==> config.mk <==
export PLATFORM = sky130hd
export DESIGN_NAME = sr_pair_decoder
export DESIGN_NICKNAME = d
export VERILOG_FILES = /design/src/rtl/sr_pair_decoder.sv
export SDC_FILE = /design/constraint.sdc
export NUM_CORES = 1
export LEC_CHECK = 0
export ABC_AREA = 1
export BUFFER_PORTS_ARGS = -buffer_cell sky130_fd_sc_hd__buf_2
export CAP_MARGIN = 40
export CORE_ASPECT_RATIO = 0.75
export CORE_MARGIN = 5
export CORE_UTILIZATION = 29
export DETAILED_ROUTE_END_ITERATION = 12
export GPL_TIMING_DRIVEN = 1
export MAX_ROUTING_LAYER = met4
export PLACE_DENSITY = 0.54
export REMOVE_ABC_BUFFERS = 1
export SLEW_MARGIN = 5
export SYNTH_ARGS = -nofsm -noshare
export SYNTH_HDL_FRONTEND = slang
export SYNTH_SLANG_ARGS = --single-unit
==> constraint.sdc <==
create_clock -name clk -period 3.4 [get_ports clk]
set_input_delay 0.17 -clock clk [delete_from_list [all_inputs] [get_ports clk]]
set_output_delay 0.17 -clock clk [all_outputs]
set_load 0.005 [all_outputs]
==> src/rtl/sr_pair_decoder.sv <==
`default_nettype none
// ============================================================================
// Module      : sr_pair_decoder
// Description : Reader side of a cross-coupled NOR SR latch. Brings the
//               dual-rail pair (q, q1) into the clk domain through per-rail
//               2-flop synchronizers. A persistence filter then requires a new
//               pattern to be seen for STABLE_CYCLES consecutive cycles before
//               it is committed. The committed pattern is decoded into a clean
//               level with registered rise/fall pulses. The forbidden pattern
//               (q == q1) is flagged on invalid, with a one-cycle err pulse on
//               entry.
// Revision    : 1.0 - initial release
// ----------------------------------------------------------------------------
// Parameters
//   STABLE_CYCLES : cycles a new pattern must persist before commit (2..255)
//   CNT_W         : glitch counter width (used only with the option below)
// Ports
//   clk        in   1      rising-edge clock
//   rst        in   1      synchronous, active-high reset
//   q          in   1      latch true rail (asynchronous)
//   q1         in   1      latch complement rail (asynchronous)
//   level      out  1      committed decoded level (q rail)
//   rise       out  1      1-cycle pulse, level committed 0->1
//   fall       out  1      1-cycle pulse, level committed 1->0
//   invalid    out  1      committed pattern is forbidden (q == q1)
//   err        out  1      1-cycle pulse on commit into the forbidden pattern
//   glitch_cnt out  CNT_W  saturating count of rejected candidate patterns
// Compile-time option
//   SR_DEC_GLITCH_CNT_EN : when defined, adds glitch_cnt and its counter.
//                          When undefined, the port and counter are absent.
// ============================================================================
module sr_pair_decoder #(
    parameter int STABLE_CYCLES = 4,
    parameter int CNT_W         = 8
) (
    input  logic             clk,
    input  logic             rst,
    input  logic             q,
    input  logic             q1,
    output logic             level,
    output logic             rise,
    output logic             fall,
    output logic             invalid,
    output logic             err
`ifdef SR_DEC_GLITCH_CNT_EN
    ,
    output logic [CNT_W-1:0] glitch_cnt
`endif
);

    // ------------------------------------------------------------------------
    // Elaboration-time parameter legality
    // ------------------------------------------------------------------------
    if (STABLE_CYCLES < 2 || STABLE_CYCLES > 255 || CNT_W < 1) begin : g_bad_params
        $error("sr_pair_decoder: STABLE_CYCLES must be 2..255 and CNT_W >= 1");
    end

    // ------------------------------------------------------------------------
    // Constants
    // ------------------------------------------------------------------------
    // Pattern bit order is {q rail, q1 rail}; reset models a latch holding 0.
    localparam logic [1:0] c_rst_pat   = 2'b01;
    // The filter counter reaches this value on the last cycle before commit.
    localparam logic [7:0] c_fcnt_last = 8'(STABLE_CYCLES - 1);

    typedef enum logic [0:0] {
        ST_STABLE = 1'b0,
        ST_CHECK  = 1'b1
    } state_t;

    // ------------------------------------------------------------------------
    // State
    // ------------------------------------------------------------------------
    logic [1:0] sync_meta_q, sync_meta_d;
    logic [1:0] sync_pat_q,  sync_pat_d;
    state_t     state_q,     state_d;
    logic [1:0] cand_q,      cand_d;
    logic [7:0] fcnt_q,      fcnt_d;
    logic       level_q,     level_d;
    logic       invalid_q,   invalid_d;
    logic       rise_q,      rise_d;
    logic       fall_q,      fall_d;
    logic       err_q,       err_d;

    // ------------------------------------------------------------------------
    // Decode helpers
    // ------------------------------------------------------------------------
    logic [1:0] w_pat;
    logic       w_pat_legal;
    logic       w_pat_is_committed;
    logic       w_cand_legal;

    assign w_pat       = sync_pat_q;
    assign w_pat_legal = w_pat[1] ^ w_pat[0];
    // Both forbidden patterns (00 and 11) decode to the same ILLEGAL code, so
    // while invalid is committed any illegal pattern counts as "no change".
    assign w_pat_is_committed = invalid_q ? ~w_pat_legal
                                          : (w_pat == {level_q, ~level_q});
    assign w_cand_legal = cand_q[1] ^ cand_q[0];

    // ------------------------------------------------------------------------
    // Synchronizer next state: each rail is synchronized independently; any
    // skew between the rails shows up as a short-lived pattern that the
    // persistence filter rejects.
    // ------------------------------------------------------------------------
    always_comb begin
        sync_meta_d = {q, q1};
        sync_pat_d  = sync_meta_q;
    end

    // ------------------------------------------------------------------------
    // Filter FSM next state and registered outputs
    // ------------------------------------------------------------------------
    always_comb begin
        state_d   = state_q;
        cand_d    = cand_q;
        fcnt_d    = fcnt_q;
        level_d   = level_q;
        invalid_d = invalid_q;
        rise_d    = 1'b0;
        fall_d    = 1'b0;
        err_d     = 1'b0;

        case (state_q)
            ST_STABLE: begin
                // The cycle that detects a change counts as the first sighting.
                if (!w_pat_is_committed) begin
                    state_d = ST_CHECK;
                    cand_d  = w_pat;
                    fcnt_d  = 8'd1;
                end
            end

            ST_CHECK: begin
                if (w_pat == cand_q) begin
                    if (fcnt_q == c_fcnt_last) begin
                        state_d = ST_STABLE;
                        fcnt_d  = 8'd0;
                        if (w_cand_legal) begin
                            level_d   = cand_q[1];
                            invalid_d = 1'b0;
                            // Leaving invalid back to the same level is silent.
                            rise_d    =  cand_q[1] & ~level_q;
                            fall_d    = ~cand_q[1] &  level_q;
                        end else begin
                            invalid_d = 1'b1;
                            err_d     = 1'b1;
                        end
                    end else begin
                        fcnt_d = fcnt_q + 8'd1;
                    end
                end else begin
                    // Abort without committing; the new pattern is examined
                    // afresh from STABLE on the following cycle.
                    state_d = ST_STABLE;
                    fcnt_d  = 8'd0;
                end
            end

            default: begin
                state_d = ST_STABLE;
                fcnt_d  = 8'd0;
            end
        endcase
    end

    // ------------------------------------------------------------------------
    // Registers
    // ------------------------------------------------------------------------
    always_ff @(posedge clk) begin
        if (rst) begin
            sync_meta_q <= c_rst_pat;
            sync_pat_q  <= c_rst_pat;
            state_q     <= ST_STABLE;
            cand_q      <= c_rst_pat;
            fcnt_q      <= 8'd0;
            level_q     <= 1'b0;
            invalid_q   <= 1'b0;
            rise_q      <= 1'b0;
            fall_q      <= 1'b0;
            err_q       <= 1'b0;
        end else begin
            sync_meta_q <= sync_meta_d;
            sync_pat_q  <= sync_pat_d;
            state_q     <= state_d;
            cand_q      <= cand_d;
            fcnt_q      <= fcnt_d;
            level_q     <= level_d;
            invalid_q   <= invalid_d;
            rise_q      <= rise_d;
            fall_q      <= fall_d;
            err_q       <= err_d;
        end
    end

    assign level   = level_q;
    assign rise    = rise_q;
    assign fall    = fall_q;
    assign invalid = invalid_q;
    assign err     = err_q;

`ifdef SR_DEC_GLITCH_CNT_EN
    // ------------------------------------------------------------------------
    // Rejected-pattern counter: one count per filter abort, saturating.
    // ------------------------------------------------------------------------
    logic [CNT_W-1:0] glitch_q, glitch_d;
    logic             w_abort;

    assign w_abort = (state_q == ST_CHECK) && (w_pat != cand_q);

    always_comb begin
        glitch_d = glitch_q;
        if (w_abort && (glitch_q != {CNT_W{1'b1}})) begin
            glitch_d = glitch_q + {{(CNT_W-1){1'b0}}, 1'b1};
        end
    end

    always_ff @(posedge clk) begin
        if (rst) begin
            glitch_q <= '0;
        end else begin
            glitch_q <= glitch_d;
        end
    end

    assign glitch_cnt = glitch_q;
`endif

endmodule
`default_nettype wire

==> results.json <==
{
  "cts_buffers": 3,
  "ant_nets": 0,
  "syn_to_final_growth_pct": 12.8,
  "critPathKind": "reg -> reg",
  "drt_first_pass_iters": 5,
  "yosysMostFrequentCell": "nand2_1",
  "grt_pass1_wl_mm": 4.03,
  "post_cts_resized": 0,
  "avgViaCountPerCell": 4.59,
  "dp_hpwl_mm": 1.68,
  "fillCellCount": 385,
  "postCtsHoldBufs": 0,
  "combPwrFrac_pct": 9.9,
  "critPathSlowestCell": "dfxtp_1",
  "cts_tree": "built",
  "htreeDepth": 1,
  "final_util_pct": 33.3,
  "synth_edf_count": 0,
  "seq_area_frac_synth_pct": 37.8,
  "crit_required_ns": 3.53,
  "synth_ff_type": "dfxtp_1",
  "yosys-top-cells-count": "nand2_1, dfxtp_1, inv_1",
  "critPathMaxStageDelay_ns": 0.40,
  "path_delay_family": "simple AND/OR/NAND/NOR gates",
  "drt-initial-drc-count": 66,
  "drc": 0,
  "grt_usage_pct": 10.3,
  "fmax_ghz": 0.728,
  "period_share_pct": 40.4,
  "grt_overflow": 0,
  "finalPower_w": 0.000441,
  "num_vias": 964,
  "grt_max_degree": 18,
  "syn_inst": 150,
  "grt_pass1_vias": 895,
  "synthArstFlopShare_pct": 0,
  "drv_slew": 0,
  "end_kind": "flip-flop",
  "die-area_sq_um": 4980,
  "clockBufferDepth": 2,
  "p_switching_w": 0.000108,
  "grt-busiest-layer": "met2",
  "met3_usage_pct": 3.03,
  "initial_core_util_pct": 29.5,
  "grt_use_met2_pct": 15.0,
  "p_leak_nw": 0.524,
  "rows": 19,
  "max_cap_viol_count": 0,
  "fin_nets": 166,
  "run_status": "complete, no violations",
  "wl_per_cell_microns": 10.8,
  "ys_top_cells_by_area": "dfxtp_1, nand2_1, nand4_1",
  "finalHoldViolations": 0,
  "n_antenna_cell": 0,
  "netlist_area_sq_um": 1060,
  "root_buffer": "clkbuf_8",
  "ys_types": 22,
  "instances_no_fill": 210,
  "p_seq_share_pct": 56.1,
  "die_y_microns": 62.4,
  "yosys_warnings": 0,
  "min_period_ns": 1.37,
  "peakVddDrop_mv": 0.254,
  "path_cells": "ha_1 -> nand3_1 -> nor2_1 -> nor2_2 -> nand2_1 -> a21oi_1",
  "dp.cells": 207,
  "clk_latency_ns": 0.25,
  "relSlewSlack_pct": 76.7,
  "use_met1_pct": 14.0,
  "setup_tns_ns": 0,
  "clkPwrFrac_pct": 34.0,
  "drt_wl_total_mm": 2.27,
  "synth-seq-cells": 20,
  "hold_class": "in -> reg",
  "core_area_sq_um": 3590,
  "place.gp.congestion": 0.908,
  "io_buffers": 8,
  "fin_skew_ns": 0.00162,
  "crit_path_start_kind": "flip-flop",
  "postSynthAreaPerCell_sq_um": 7.07,
  "post_cts_buffers": 0,
  "rsz0062_at_grt": "false",
  "worstMarginPinSlew_ns": 0.349,
  "layout-drive-gt1-share_pct": 20.3,
  "grt_antenna_before_repair": 0,
  "p_int_w": 0.000332,
  "cellPowerDensity_nw_per_um2": 369,
  "sw_frac_of_total_pct": 24.6,
  "cts.sink_count": 20,
  "setup_violations": 0,
  "pin_count": 9,
  "path_max_fanout": 5,
  "path_buf_inv": 0,
  "arrival_ns": 1.50,
  "yosys.area.top_type_share_pct": 37.8,
  "synth_area_leader_cell": "dfxtp_1",
  "clk_pin_slew_worst_paths_ns": 0.07,
  "fp.dieW_microns": 79.8
}
layer usage:
| layer | vias to the layer above | share of wire [%] |
|---|---|---|
| met3 | 2 | 6.0 |
| met5 | - | 0 |
| li1 | 503 | - |
| met2 | 27 | 45 |
| met1 | 432 | 48 |
| met4 | 0 | 0.97 |
area by class of cell:
| type | instances | area [sq um] | area share, % |
|---|---|---|---|
| Clock buffer | 3 | 41.3 | 3.46 |
| Multi-Input combinational cell | 107 | 571 | 47.7 |
| Sequential cell | 20 | 400 | 33.5 |
| Tap cell | 52 | 65.1 | 5.45 |
| Timing Repair Buffer | 8 | 40.0 | 3.35 |
| Inverter | 20 | 77.6 | 6.49 |
cell families after synthesis:
| family | synth area share, % |
|---|---|
| AO/OA/AOI/OAI | 7.67 |
| XOR/XNOR | 0.827 |
| adder cells (fa/ha/maj) | 2.36 |
| buffers and inverters | 8.38 |
| flip-flops | 37.8 |
| AND/OR/NAND/NOR | 43.0 |
stage by stage:
step	worst slack [ns]	instance area, sq um	hold slack (ns)
after floorplan	2.18	1050	0.232
after global placement	2.11	1150	0.355
after CTS	2.02	1190	0.0944
final	2.03	1190	0.0974
after global routing	1.92	1190	0.106
after detailed placement	2.04	1150	0.356
registers in the layout (all words and copies together) (netlist names):
name	count
cand_q	2
invalid	1
rise	1
state_q	1
sync_meta_q	2
fall	1
fcnt_q	8
sync_pat_q	2
level	1
err	1
power groups by stage:
stage / clock network [W] / registers [W] / logic (W)
6_report: 0.000150 / 0.000247 / 0.0000438
5_1_grt: 0.000167 / 0.000248 / 0.0000502
4_1_cts: 0.000154 / 0.000247 / 0.0000440
3_5_place_dp: 0 / 0.000253 / 0.0000439
3_3_place_gp: 0 / 0.000252 / 0.0000432
2_1_floorplan: 0 / 0.000251 / 0.0000318
worst paths after layout:
kind,slack [ns],end,depth (start not counted),startpoint
min reg2reg,0.41,sync_pat_q[1],2,sync_meta_q[1]
max reg2reg,2.03,fcnt_q[1],6,fcnt_q[1]
min,0.1,sync_meta_q[0],2,q1
max,2.03,fcnt_q[1],6,fcnt_q[1]
layout by cell type (no fill, tap or decap):
| master | netlist | layout |
|---|---|---|
| nor3_1 | 2 | 2 |
| ha_1 | 2 | 2 |
| nor2_2 | 4 | 4 |
| nor2_1 | 11 | 11 |
| clkbuf_8 | 0 | 3 |
| inv_4 | 1 | 1 |
| xor2_1 | 1 | 1 |
| o21ai_2 | 1 | 1 |
| or2_2 | 2 | 2 |
| nand3_1 | 12 | 12 |
| nand2_8 | 1 | 1 |
| o21ai_0 | 1 | 1 |
| nand2_1 | 38 | 38 |
| a21oi_1 | 10 | 10 |
| nand3_2 | 1 | 1 |
| nand2_2 | 3 | 3 |
| dfxtp_1 | 20 | 20 |
| a21oi_2 | 2 | 2 |
| inv_2 | 3 | 3 |
| buf_2 | 0 | 8 |
| nand4_1 | 13 | 13 |
| nand2_4 | 3 | 3 |
| inv_1 | 16 | 16 |
Power figures use the tool's default switching activity.
